$ cat src/rtl/gbf_refill_scheduler.sv
// ---------------------------------------------------------------------------
// gbf_refill_scheduler
//
// Refills the four ping-pong global buffers of gbf_pe_array (actv buf1/buf2,
// wgt buf1/buf2) from one shared off-chip source stream. The block arbitrates
// round-robin between actv and wgt refill demand and issues one fetch request
// per buffer fill. It writes the returned beats into GBF port A one cycle
// after each accepted beat and tracks EMPTY/FILLING/FULL state per buffer for
// the gbf_controller handshakes.
//
// Ports:
//   clk, reset            clock, synchronous active-high reset
//   start, finish         layer start pulse (samples cfg_*), layer abort/end
//   cfg_actv_fills        actv buffer fills for the layer
//   cfg_wgt_fills         wgt buffer fills for the layer
//   cfg_beats             rows per fill (0 selects GBF_DEPTH)
//   *_need_data           per-buffer refill demand level from gbf_controller
//   req_valid/id/tile     fetch request (id: 0 actv1, 1 actv2, 2 wgt1, 3 wgt2)
//   req_ready             request accepted by the source
//   src_valid/data/ready  returned beat stream
//   gbf_wr_addr/data      shared port-A address and write data
//   *_en?a, *_we?a        per-buffer port-A enable and write enable
//   gbf_*_data_avail      sticky: buf1 of that type has been filled
//   gbf_*_buf?_ready      buffer is FULL
//   layer_done            one-cycle pulse when every fill of the layer is done
//
// Optional build macro GBF_REFILL_PERF_EN adds the saturating counters
// perf_src_stall (XFER cycles without src_valid) and perf_req_wait
// (REQ cycles without req_ready).
// ---------------------------------------------------------------------------
module gbf_refill_scheduler #(
  parameter int GBF_DATA_BITWIDTH = 256,
  parameter int GBF_ADDR_BITWIDTH = 5,
  parameter int GBF_DEPTH         = 32,
  parameter int TILE_CNT_BITWIDTH = 8
) (
  input  logic                         clk,
  input  logic                         reset,
  input  logic                         start,
  input  logic                         finish,
  input  logic [TILE_CNT_BITWIDTH-1:0] cfg_actv_fills,
  input  logic [TILE_CNT_BITWIDTH-1:0] cfg_wgt_fills,
  input  logic [GBF_ADDR_BITWIDTH:0]   cfg_beats,
  input  logic                         actv_gbf1_need_data,
  input  logic                         actv_gbf2_need_data,
  input  logic                         wgt_gbf1_need_data,
  input  logic                         wgt_gbf2_need_data,
  output logic                         req_valid,
  output logic [1:0]                   req_id,
  output logic [TILE_CNT_BITWIDTH-1:0] req_tile,
  input  logic                         req_ready,
  input  logic                         src_valid,
  input  logic [GBF_DATA_BITWIDTH-1:0] src_data,
  output logic                         src_ready,
  output logic [GBF_ADDR_BITWIDTH-1:0] gbf_wr_addr,
  output logic [GBF_DATA_BITWIDTH-1:0] gbf_wr_data,
  output logic                         actv_en1a,
  output logic                         actv_we1a,
  output logic                         actv_en2a,
  output logic                         actv_we2a,
  output logic                         wgt_en1a,
  output logic                         wgt_we1a,
  output logic                         wgt_en2a,
  output logic                         wgt_we2a,
  output logic                         gbf_actv_data_avail,
  output logic                         gbf_wgt_data_avail,
  output logic                         gbf_actv_buf1_ready,
  output logic                         gbf_actv_buf2_ready,
  output logic                         gbf_wgt_buf1_ready,
  output logic                         gbf_wgt_buf2_ready,
  output logic                         layer_done
`ifdef GBF_REFILL_PERF_EN
  ,
  output logic [31:0]                  perf_src_stall,
  output logic [31:0]                  perf_req_wait
`endif
);

  localparam int AW = GBF_ADDR_BITWIDTH;
  localparam int DW = GBF_DATA_BITWIDTH;
  localparam int TW = TILE_CNT_BITWIDTH;

  typedef enum logic [2:0] {S_IDLE, S_ARB, S_REQ, S_XFER, S_DONE} state_t;
  typedef enum logic [1:0] {B_EMPTY, B_FILLING, B_FULL} bstate_t;

  state_t        state_q;
  bstate_t       bst_q [4];
  logic [TW-1:0] actv_fills_q, wgt_fills_q, actv_iss_q, wgt_iss_q;
  logic [AW:0]   beats_q, beat_cnt_q;
  logic          actv_ptr_q, wgt_ptr_q, rr_q;
  logic [1:0]    tgt_q;
  logic [TW-1:0] req_tile_q;
  logic          req_valid_q, src_ready_q, layer_done_q;
  logic          wr_pend_q, wr_last_q;
  logic [AW-1:0] wr_addr_q;
  logic [DW-1:0] wr_data_q;
  logic          actv_avail_q, wgt_avail_q;
  logic [3:0]    need_prev_q;

  logic [3:0]    need_now, need_rise;
  logic          actv_elig, wgt_elig, pick_wgt, any_filling, all_issued;
  logic [1:0]    grant_id;
  logic [AW:0]   beats_eff, beats_m1;
  logic          beat_acc, last_acc, start_acc;

  always_comb begin
    need_now   = {wgt_gbf2_need_data, wgt_gbf1_need_data,
                  actv_gbf2_need_data, actv_gbf1_need_data};
    need_rise  = need_now & ~need_prev_q;
    actv_elig  = (actv_iss_q < actv_fills_q) && (bst_q[{1'b0, actv_ptr_q}] == B_EMPTY);
    wgt_elig   = (wgt_iss_q < wgt_fills_q) && (bst_q[{1'b1, wgt_ptr_q}] == B_EMPTY);
    // rr_q set means wgt holds priority on the next tie
    pick_wgt   = wgt_elig && (!actv_elig || rr_q);
    grant_id   = pick_wgt ? {1'b1, wgt_ptr_q} : {1'b0, actv_ptr_q};
    any_filling = 1'b0;
    for (int i = 0; i < 4; i++) begin
      if (bst_q[i] == B_FILLING) any_filling = 1'b1;
    end
    all_issued = (actv_iss_q >= actv_fills_q) && (wgt_iss_q >= wgt_fills_q);
    beats_eff  = (beats_q == '0) ? (AW+1)'(GBF_DEPTH) : beats_q;
    beats_m1   = beats_eff - (AW+1)'(1);
    beat_acc   = src_valid && src_ready_q;
    last_acc   = beat_acc && (beat_cnt_q == beats_m1);
    start_acc  = start && (state_q == S_IDLE);
  end

  always_ff @(posedge clk) begin
    if (reset) begin
      state_q      <= S_IDLE;
      actv_fills_q <= '0;
      wgt_fills_q  <= '0;
      actv_iss_q   <= '0;
      wgt_iss_q    <= '0;
      beats_q      <= '0;
      beat_cnt_q   <= '0;
      actv_ptr_q   <= 1'b0;
      wgt_ptr_q    <= 1'b0;
      rr_q         <= 1'b0;
      tgt_q        <= '0;
      req_tile_q   <= '0;
      req_valid_q  <= 1'b0;
      src_ready_q  <= 1'b0;
      layer_done_q <= 1'b0;
      wr_pend_q    <= 1'b0;
      wr_last_q    <= 1'b0;
      wr_addr_q    <= '0;
      wr_data_q    <= '0;
      actv_avail_q <= 1'b0;
      wgt_avail_q  <= 1'b0;
      need_prev_q  <= '0;
      for (int i = 0; i < 4; i++) bst_q[i] <= B_EMPTY;
    end else if (finish) begin
      // Abort: any half-written buffer is dropped and the pending write killed
      state_q      <= S_IDLE;
      req_valid_q  <= 1'b0;
      src_ready_q  <= 1'b0;
      layer_done_q <= 1'b0;
      wr_pend_q    <= 1'b0;
      wr_last_q    <= 1'b0;
      beat_cnt_q   <= '0;
      actv_avail_q <= 1'b0;
      wgt_avail_q  <= 1'b0;
      need_prev_q  <= need_now;
      for (int i = 0; i < 4; i++) bst_q[i] <= B_EMPTY;
    end else begin
      need_prev_q  <= need_now;
      wr_pend_q    <= 1'b0;
      layer_done_q <= 1'b0;
      for (int i = 0; i < 4; i++) begin
        if (bst_q[i] == B_FULL && need_rise[i]) bst_q[i] <= B_EMPTY;
      end
      // Buffer turns FULL the cycle after its last write strobe
      if (wr_pend_q && wr_last_q) begin
        bst_q[tgt_q] <= B_FULL;
        if (tgt_q == 2'd0) actv_avail_q <= 1'b1;
        if (tgt_q == 2'd2) wgt_avail_q  <= 1'b1;
      end
      case (state_q)
        S_IDLE: begin
          if (start_acc) begin
            actv_fills_q <= cfg_actv_fills;
            wgt_fills_q  <= cfg_wgt_fills;
            beats_q      <= cfg_beats;
            actv_iss_q   <= '0;
            wgt_iss_q    <= '0;
            actv_ptr_q   <= 1'b0;
            wgt_ptr_q    <= 1'b0;
            rr_q         <= 1'b0;
            actv_avail_q <= 1'b0;
            wgt_avail_q  <= 1'b0;
            state_q      <= S_ARB;
          end
        end
        S_ARB: begin
          if (actv_elig || wgt_elig) begin
            tgt_q           <= grant_id;
            bst_q[grant_id] <= B_FILLING;
            rr_q            <= !pick_wgt;
            if (pick_wgt) begin
              req_tile_q <= wgt_iss_q;
              wgt_iss_q  <= wgt_iss_q + TW'(1);
              wgt_ptr_q  <= !wgt_ptr_q;
            end else begin
              req_tile_q <= actv_iss_q;
              actv_iss_q <= actv_iss_q + TW'(1);
              actv_ptr_q <= !actv_ptr_q;
            end
            req_valid_q <= 1'b1;
            state_q     <= S_REQ;
          end else if (all_issued && !any_filling) begin
            layer_done_q <= 1'b1;
            state_q      <= S_DONE;
          end
        end
        S_REQ: begin
          if (req_ready) begin
            req_valid_q <= 1'b0;
            src_ready_q <= 1'b1;
            beat_cnt_q  <= '0;
            state_q     <= S_XFER;
          end
        end
        S_XFER: begin
          if (beat_acc) begin
            wr_pend_q <= 1'b1;
            wr_last_q <= last_acc;
            wr_addr_q <= beat_cnt_q[AW-1:0];
            wr_data_q <= src_data;
            if (last_acc) begin
              beat_cnt_q  <= '0;
              src_ready_q <= 1'b0;
              state_q     <= S_ARB;
            end else begin
              beat_cnt_q <= beat_cnt_q + (AW+1)'(1);
            end
          end
        end
        S_DONE: state_q <= S_IDLE;
        default: state_q <= S_IDLE;
      endcase
    end
  end

`ifdef GBF_REFILL_PERF_EN
  logic [31:0] stall_q, wait_q;

  always_ff @(posedge clk) begin
    if (reset || (start_acc && !finish)) begin
      stall_q <= '0;
      wait_q  <= '0;
    end else begin
      if (state_q == S_XFER && !src_valid && stall_q != '1) stall_q <= stall_q + 32'd1;
      if (state_q == S_REQ && !req_ready && wait_q != '1)   wait_q  <= wait_q + 32'd1;
    end
  end

  assign perf_src_stall = stall_q;
  assign perf_req_wait  = wait_q;
`endif

  assign req_valid   = req_valid_q;
  assign req_id      = tgt_q & {2{req_valid_q}};
  assign req_tile    = req_tile_q & {TW{req_valid_q}};
  assign src_ready   = src_ready_q;
  assign gbf_wr_addr = wr_addr_q;
  assign gbf_wr_data = wr_data_q;
  assign actv_en1a   = wr_pend_q && (tgt_q == 2'd0);
  assign actv_we1a   = actv_en1a;
  assign actv_en2a   = wr_pend_q && (tgt_q == 2'd1);
  assign actv_we2a   = actv_en2a;
  assign wgt_en1a    = wr_pend_q && (tgt_q == 2'd2);
  assign wgt_we1a    = wgt_en1a;
  assign wgt_en2a    = wr_pend_q && (tgt_q == 2'd3);
  assign wgt_we2a    = wgt_en2a;
  assign gbf_actv_data_avail = actv_avail_q;
  assign gbf_wgt_data_avail  = wgt_avail_q;
  assign gbf_actv_buf1_ready = (bst_q[0] == B_FULL);
  assign gbf_actv_buf2_ready = (bst_q[1] == B_FULL);
  assign gbf_wgt_buf1_ready  = (bst_q[2] == B_FULL);
  assign gbf_wgt_buf2_ready  = (bst_q[3] == B_FULL);
  assign layer_done  = layer_done_q;

endmodule

$ cat config.mk
export PLATFORM = sky130hd
export DESIGN_NAME = gbf_refill_scheduler
export DESIGN_NICKNAME = d
export VERILOG_FILES = /design/src/rtl/gbf_refill_scheduler.sv
export SDC_FILE = /design/constraint.sdc
export NUM_CORES = 1
export LEC_CHECK = 0
export CAP_MARGIN = 10
export CORE_AREA = 2 2 225 227
export DETAILED_ROUTE_END_ITERATION = 7
export DIE_AREA = 0 0 227 229
export DONT_BUFFER_PORTS = 1
export PLACE_DENSITY = 0.48
export SLEW_MARGIN = 20
export SYNTH_ARGS = -nofsm -noshare
export SYNTH_HDL_FRONTEND = slang
export SYNTH_SLANG_ARGS = --single-unit
$ cat constraint.sdc
create_clock -name clk -period 4.6 [get_ports clk]
set_clock_uncertainty 0.1 [all_clocks]
set_input_delay 0.92 -clock clk [delete_from_list [all_inputs] [get_ports clk]]
set_output_delay 0.92 -clock clk [all_outputs]
set_load 0.02 [all_outputs]
Yosys cells after proc, flatten, opt, wreduce, memory -nomap -nowiden
Memory sizes are Yosys's and may differ from the RTL's. A register that Yosys moved wholly into a read port is not among the register bits. Cells that the tools add are included.

Add/sub/neg operators: 4. Multipliers: 0. Divide/modulo/power cells: 0. Order comparisons: 4. Equal/unequal tests: 23. Shift-type cells: 0. Multiplexer cells: 93. Bitwise gates (word level): 15. Reductions and logical operators: 46.

Operators by type and width (number): 1-bit 2-to-1 mux (55); 8-bit 2-to-1 mux (6); 8-bit case mux with 2 select lines (2); 2-bit 2-to-1 mux (13); 6-bit 2-to-1 mux (4); 3-bit 2-to-1 mux (6); 1-bit logical AND (17); 8-bit by 1-bit adder with 8-bit output (second input constant) (2); 8-bit >= comparator (2); 8-bit less-than comparator (2); 3-bit AND reduction (5); 5-bit AND reduction (3); 2-bit inequality test (second input constant) (7); 2-bit equality test (second input constant) (6); 3-bit case mux with 4 select lines (1); 6-bit case mux with 2 select lines (1); 2-bit by 1-bit equality test with 1-bit output (second input constant) (5); 1-bit case mux with 2 select lines (5); 8-bit bitwise AND (1); 1-bit bitwise OR (8); 4-bit AND reduction (2); 6-bit by 1-bit adder with 6-bit output (second input constant) (1); 3-bit by 2-bit equality test with 1-bit output (second input constant) (2); 6-bit equality test (1); 17 further kinds (28).

Register bits after elaboration: 332. Latch bits: 0. Memory bits (writable): 8. Memory bits (read-only): 0. Bits of input ports: 288. Output and inout port bits: 288. Logic and storage cells: 208. Memories: 1.

Memory list: bst_q (depth 4, width 2, rd ports 6, clocked after Yosys merged registers in 2, write ports 6, line 87) `bstate_t bst_q [4];`.

Logic depth before layout (Yosys ltp)
Word-level depth: 10. Gate-level depth with buffers: 9. Gate-level depth less buffers: 8.

Least setup slack after synthesis
No wires, ideal clock.

Path kind: flip-flop to flip-flop. From: register actv_fills_q[7]. To: memory bst_q[0][1] (netlist name). Setup time: 0.131 ns. Arrival time: 2.096 ns. Required time: 4.369 ns. Setup slack: 2.272 ns. Cell stages (with the launch flop): 9. Buffers on the path: 0. Clock period less this slack: 2.328 ns. Path through: dfxtp_1 inv_1 ha_1 a21oi_1 o21ai_0 or2_0 o31a_1 or4_1 nor3b_1.

RTL lines: start: declaration (line 88) `logic [TW-1:0] actv_fills_q, wgt_fills_q, actv_iss_q, wgt_iss_q;`; start signal: assignment (line 181) `actv_fills_q <= cfg_actv_fills;`; end: declaration (line 87).

Final worst setup path
From: register tgt_q[1]. To: output port actv_en1a.

Word-level cells in the longest chain between the ends: 2.

RTL lines: start: declaration (line 91) `logic [1:0] tgt_q;`; start signal: assignment (line 196) `tgt_q <= grant_id;`; 2-bit zero test (line 267) `assign actv_en1a = wr_pend_q && (tgt_q == 2'd0);`; 1-bit logical AND (line 267); end: declaration (line 57) `output logic actv_en1a,`.

No other way between the ends.

==> reports/results.ini <==
[synth]
synth_edf_count=0
synth_flop_cell=dfxtp_1
synth_top_area_share=0.518
synth.largest_area_cell=dfxtp_1
syn_area_um2=13200
yosys.cell_types.count=67
yosys_warnings=0
avgSynthCellArea_um2=7.90
synth_area_leaders=dfxtp_1, nand2_1, a21oi_1
ys_seq_area_frac=0.518
synth.net_count=1981
synth_seq_cells=342
synthesis.instances=1672
async_reset_ff_frac=0

[power_and_ir_drop]
vdd_ir_drop_max_mv=0.253
p_leak_nw=4.78
totalPowerFinal_w=0.00629
power_density_nw_per_um2=420

[clock_tree]
clk_latency_ns=0.54
cts.clk_slew.worst_paths_ns=0.06
htreeDepth=2
cts_hold_buf=0
root_buffer=clkbuf_16
post_cts_buffers=0
cts_tree=yes
numCtsBuffers=39
clock_sinks=342
clk_path_buf_depth=3
cts_resized=0

[sta]
rsz0062_at_grt=no
setup_ws_ns=1.70
min_period_over_period=0.631
setup_viol=0
drv_slew=0
hold_viol_final=0
fmax_ghz=0.345
fin_hold_ws_ns=0.349
period_minus_slack_ns=2.90
slew_headroom=0.418
finalSetupTns_ns=0
tightest_slew_ns=0.869

[routing]
postRouteAntennaNets=0
drt_iter0_markers=830
firstDrtPassIters=5
vias=11193
post-route-drc-count=0
wire_per_inst_um=18.2
viasPerCell=4.84
routed_wl_um=42100

[floorplanning]
placementRows=82
ios=576
initial_utilization=0.266
core_area_um2=49700
die_h_um=229
die_area_um2=52000
die_w_um=227

[cells_and_area]
fillerInstances=5409
nNetsFinal=1916
drive_above_1_share=0.0525
layout-area-overhead-vs-synth_pct=13.4

[place]
pre_cts_ws_ns=1.69
dp_hpwl_um=29700
place_congestion=0.838
portBuffers=0

[worst_hold_path]
holdPathEnd=gbf_wr_data[85]
worstHoldPathType=in2reg
holdPathStages=1
worstHoldStart=reset

[global_routing]
first_global_vias=10673
grt_max_degree=322
globalRouteTotalUtil=0.151
grt_overflow_total=0
antenna_found_initial=2
grt_pass1_wl_um=62100

[worst_setup_path]
end_kind=primary output
r2r_end=bst_q[3][1]
cp_max_fo=6
worstReg2RegStart=wgt_iss_q[5]
worst_r2r_path_depth=7
crit_required_ns=3.58
crit_path_start_kind=flip-flop
crit_type=reg2out
reg2reg_slack_ns=1.75
arrival_ns=1.88

[outcome]
status=finished clean

[job]
maxCapViolCount=0

-- logic make-up (layout without fill, tap and decap cells) --
| kind of cell | Yosys count | count (layout) | synth area share |
|---|---|---|---|
| AO/OA/AOI/OAI | 395 | 395 | 0.171 |
| XOR/XNOR | 8 | 8 | 0.00530 |
| adder cells (fa/ha/maj) | 21 | 21 | 0.0199 |
| buffers and inverters | 149 | 114 | 0.0463 |
| flip-flops | 342 | 342 | 0.518 |
| multiplexers | 9 | 9 | 0.00682 |
| other | 0 | 2 | 0 |
| AND/OR/NAND/NOR | 748 | 748 | 0.233 |
-- final cells by class --
type | count | area (µm²) | share of cell area
Antenna cell | 2 | 5.00 | 0.000334
Clock buffer | 61 | 1190 | 0.0795
Clock inverter | 10 | 81.3 | 0.00543
Inverter | 32 | 120 | 0.00801
Multi-Input combinational cell | 1181 | 5760 | 0.384
Sequential cell | 342 | 6850 | 0.457
Tap cell | 672 | 841 | 0.0561
Timing Repair Buffer | 11 | 145 | 0.00968
-- flip-flops by register name, summed over array words and instances, names as in the netlist, 2 cells and up, named ones only --
signal,cells
state_q,3
gbf_wr_addr,5
actv_iss_q,8
gbf_wr_data,256
need_prev_q,4
beats_q,6
wgt_fills_q,8
req_tile_q,8
tgt_q,2
bst_q,8
beat_cnt_q,6
wgt_iss_q,8
actv_fills_q,8
-- where the power goes --
| group | leakage, nW | internal (W) | total (W) | switching [W] |
|---|---|---|---|---|
| sequential | 2.76 | 0.00298 | 0.00300 | 0.0000198 |
| combinational | 1.39 | 0.0000707 | 0.000217 | 0.000146 |
| clock | 0.629 | 0.00184 | 0.00307 | 0.00124 |
-- metrics by stage --
| step | std cells | area (µm²) | util |
|---|---|---|---|
| 2_1_floorplan | 1672 | 13200 | - |
| 3_3_place_gp | 2237 | 13700 | 0.276 |
| 3_5_place_dp | 2237 | 13700 | 0.276 |
| 4_1_cts | 2308 | 15000 | 0.302 |
| 5_1_grt | 2310 | 15000 | 0.302 |
| 6_report | 2311 | 15000 | 0.302 |
-- placed cells by master, fill, tap and decap left out, types with 10 or more instances in the layout --
master     count
inv_1         32
dfxtp_1      342
clkbuf_16     41
a311oi_1      10
or3_1         10
a31oi_1       15
nor2_1        30
nand4_1       14
nand2_1      616
ha_1          21
nand3_1       14
and2_1        13
nor3_1        11
a21oi_1      312
clkbuf_1      11
-- worst max-delay path, cell delays in order, from the launching register on --
cell	delay, ns
dfxtp_1	0.37
nand2b_1	0.26
nor2_1	0.70
-- cells in the mapped netlist (4+ instances only) --
cell / n
o21a_1: 4
a211oi_1: 6
buf_4: 4
clkbuf_1: 87
nor3b_1: 7
nor2_1: 30
a311oi_1: 10
xor2_1: 5
a21oi_1: 312
nand3_1: 14
or3_1: 10
nor2b_1: 8
nand2_1: 616
inv_1: 32
mux2i_1: 9
nor3_1: 11
buf_2: 24
nand4_1: 14
and2_1: 13
ha_1: 21
o21ai_0: 8
a31oi_1: 15
dfxtp_1: 342
and3_1: 4
-- metal layers --
layer	wire, µm	vias to the layer above	global-route usage
met5	0	-	0
met3	4410	68	0.0575
met1	16200	5237	0.176
met2	20200	483	0.252
met4	1250	0	0.0572
li1	-	5405	-
-- worst max path at each step --
stage / from / to / depth (start not counted)
final: tgt_q[1] / actv_en1a / 2
after CTS: actv_iss_q[5] / req_tile_q[1] / 7
after detailed placement: actv_iss_q[5] / req_tile_q[1] / 7
after floorplan: actv_fills_q[7] / bst_q[0][1] / 8
after global placement: actv_iss_q[5] / req_tile_q[6] / 7
after global routing: wgt_iss_q[5] / flip-flop / 7
Power figures use the tool's default switching activity.
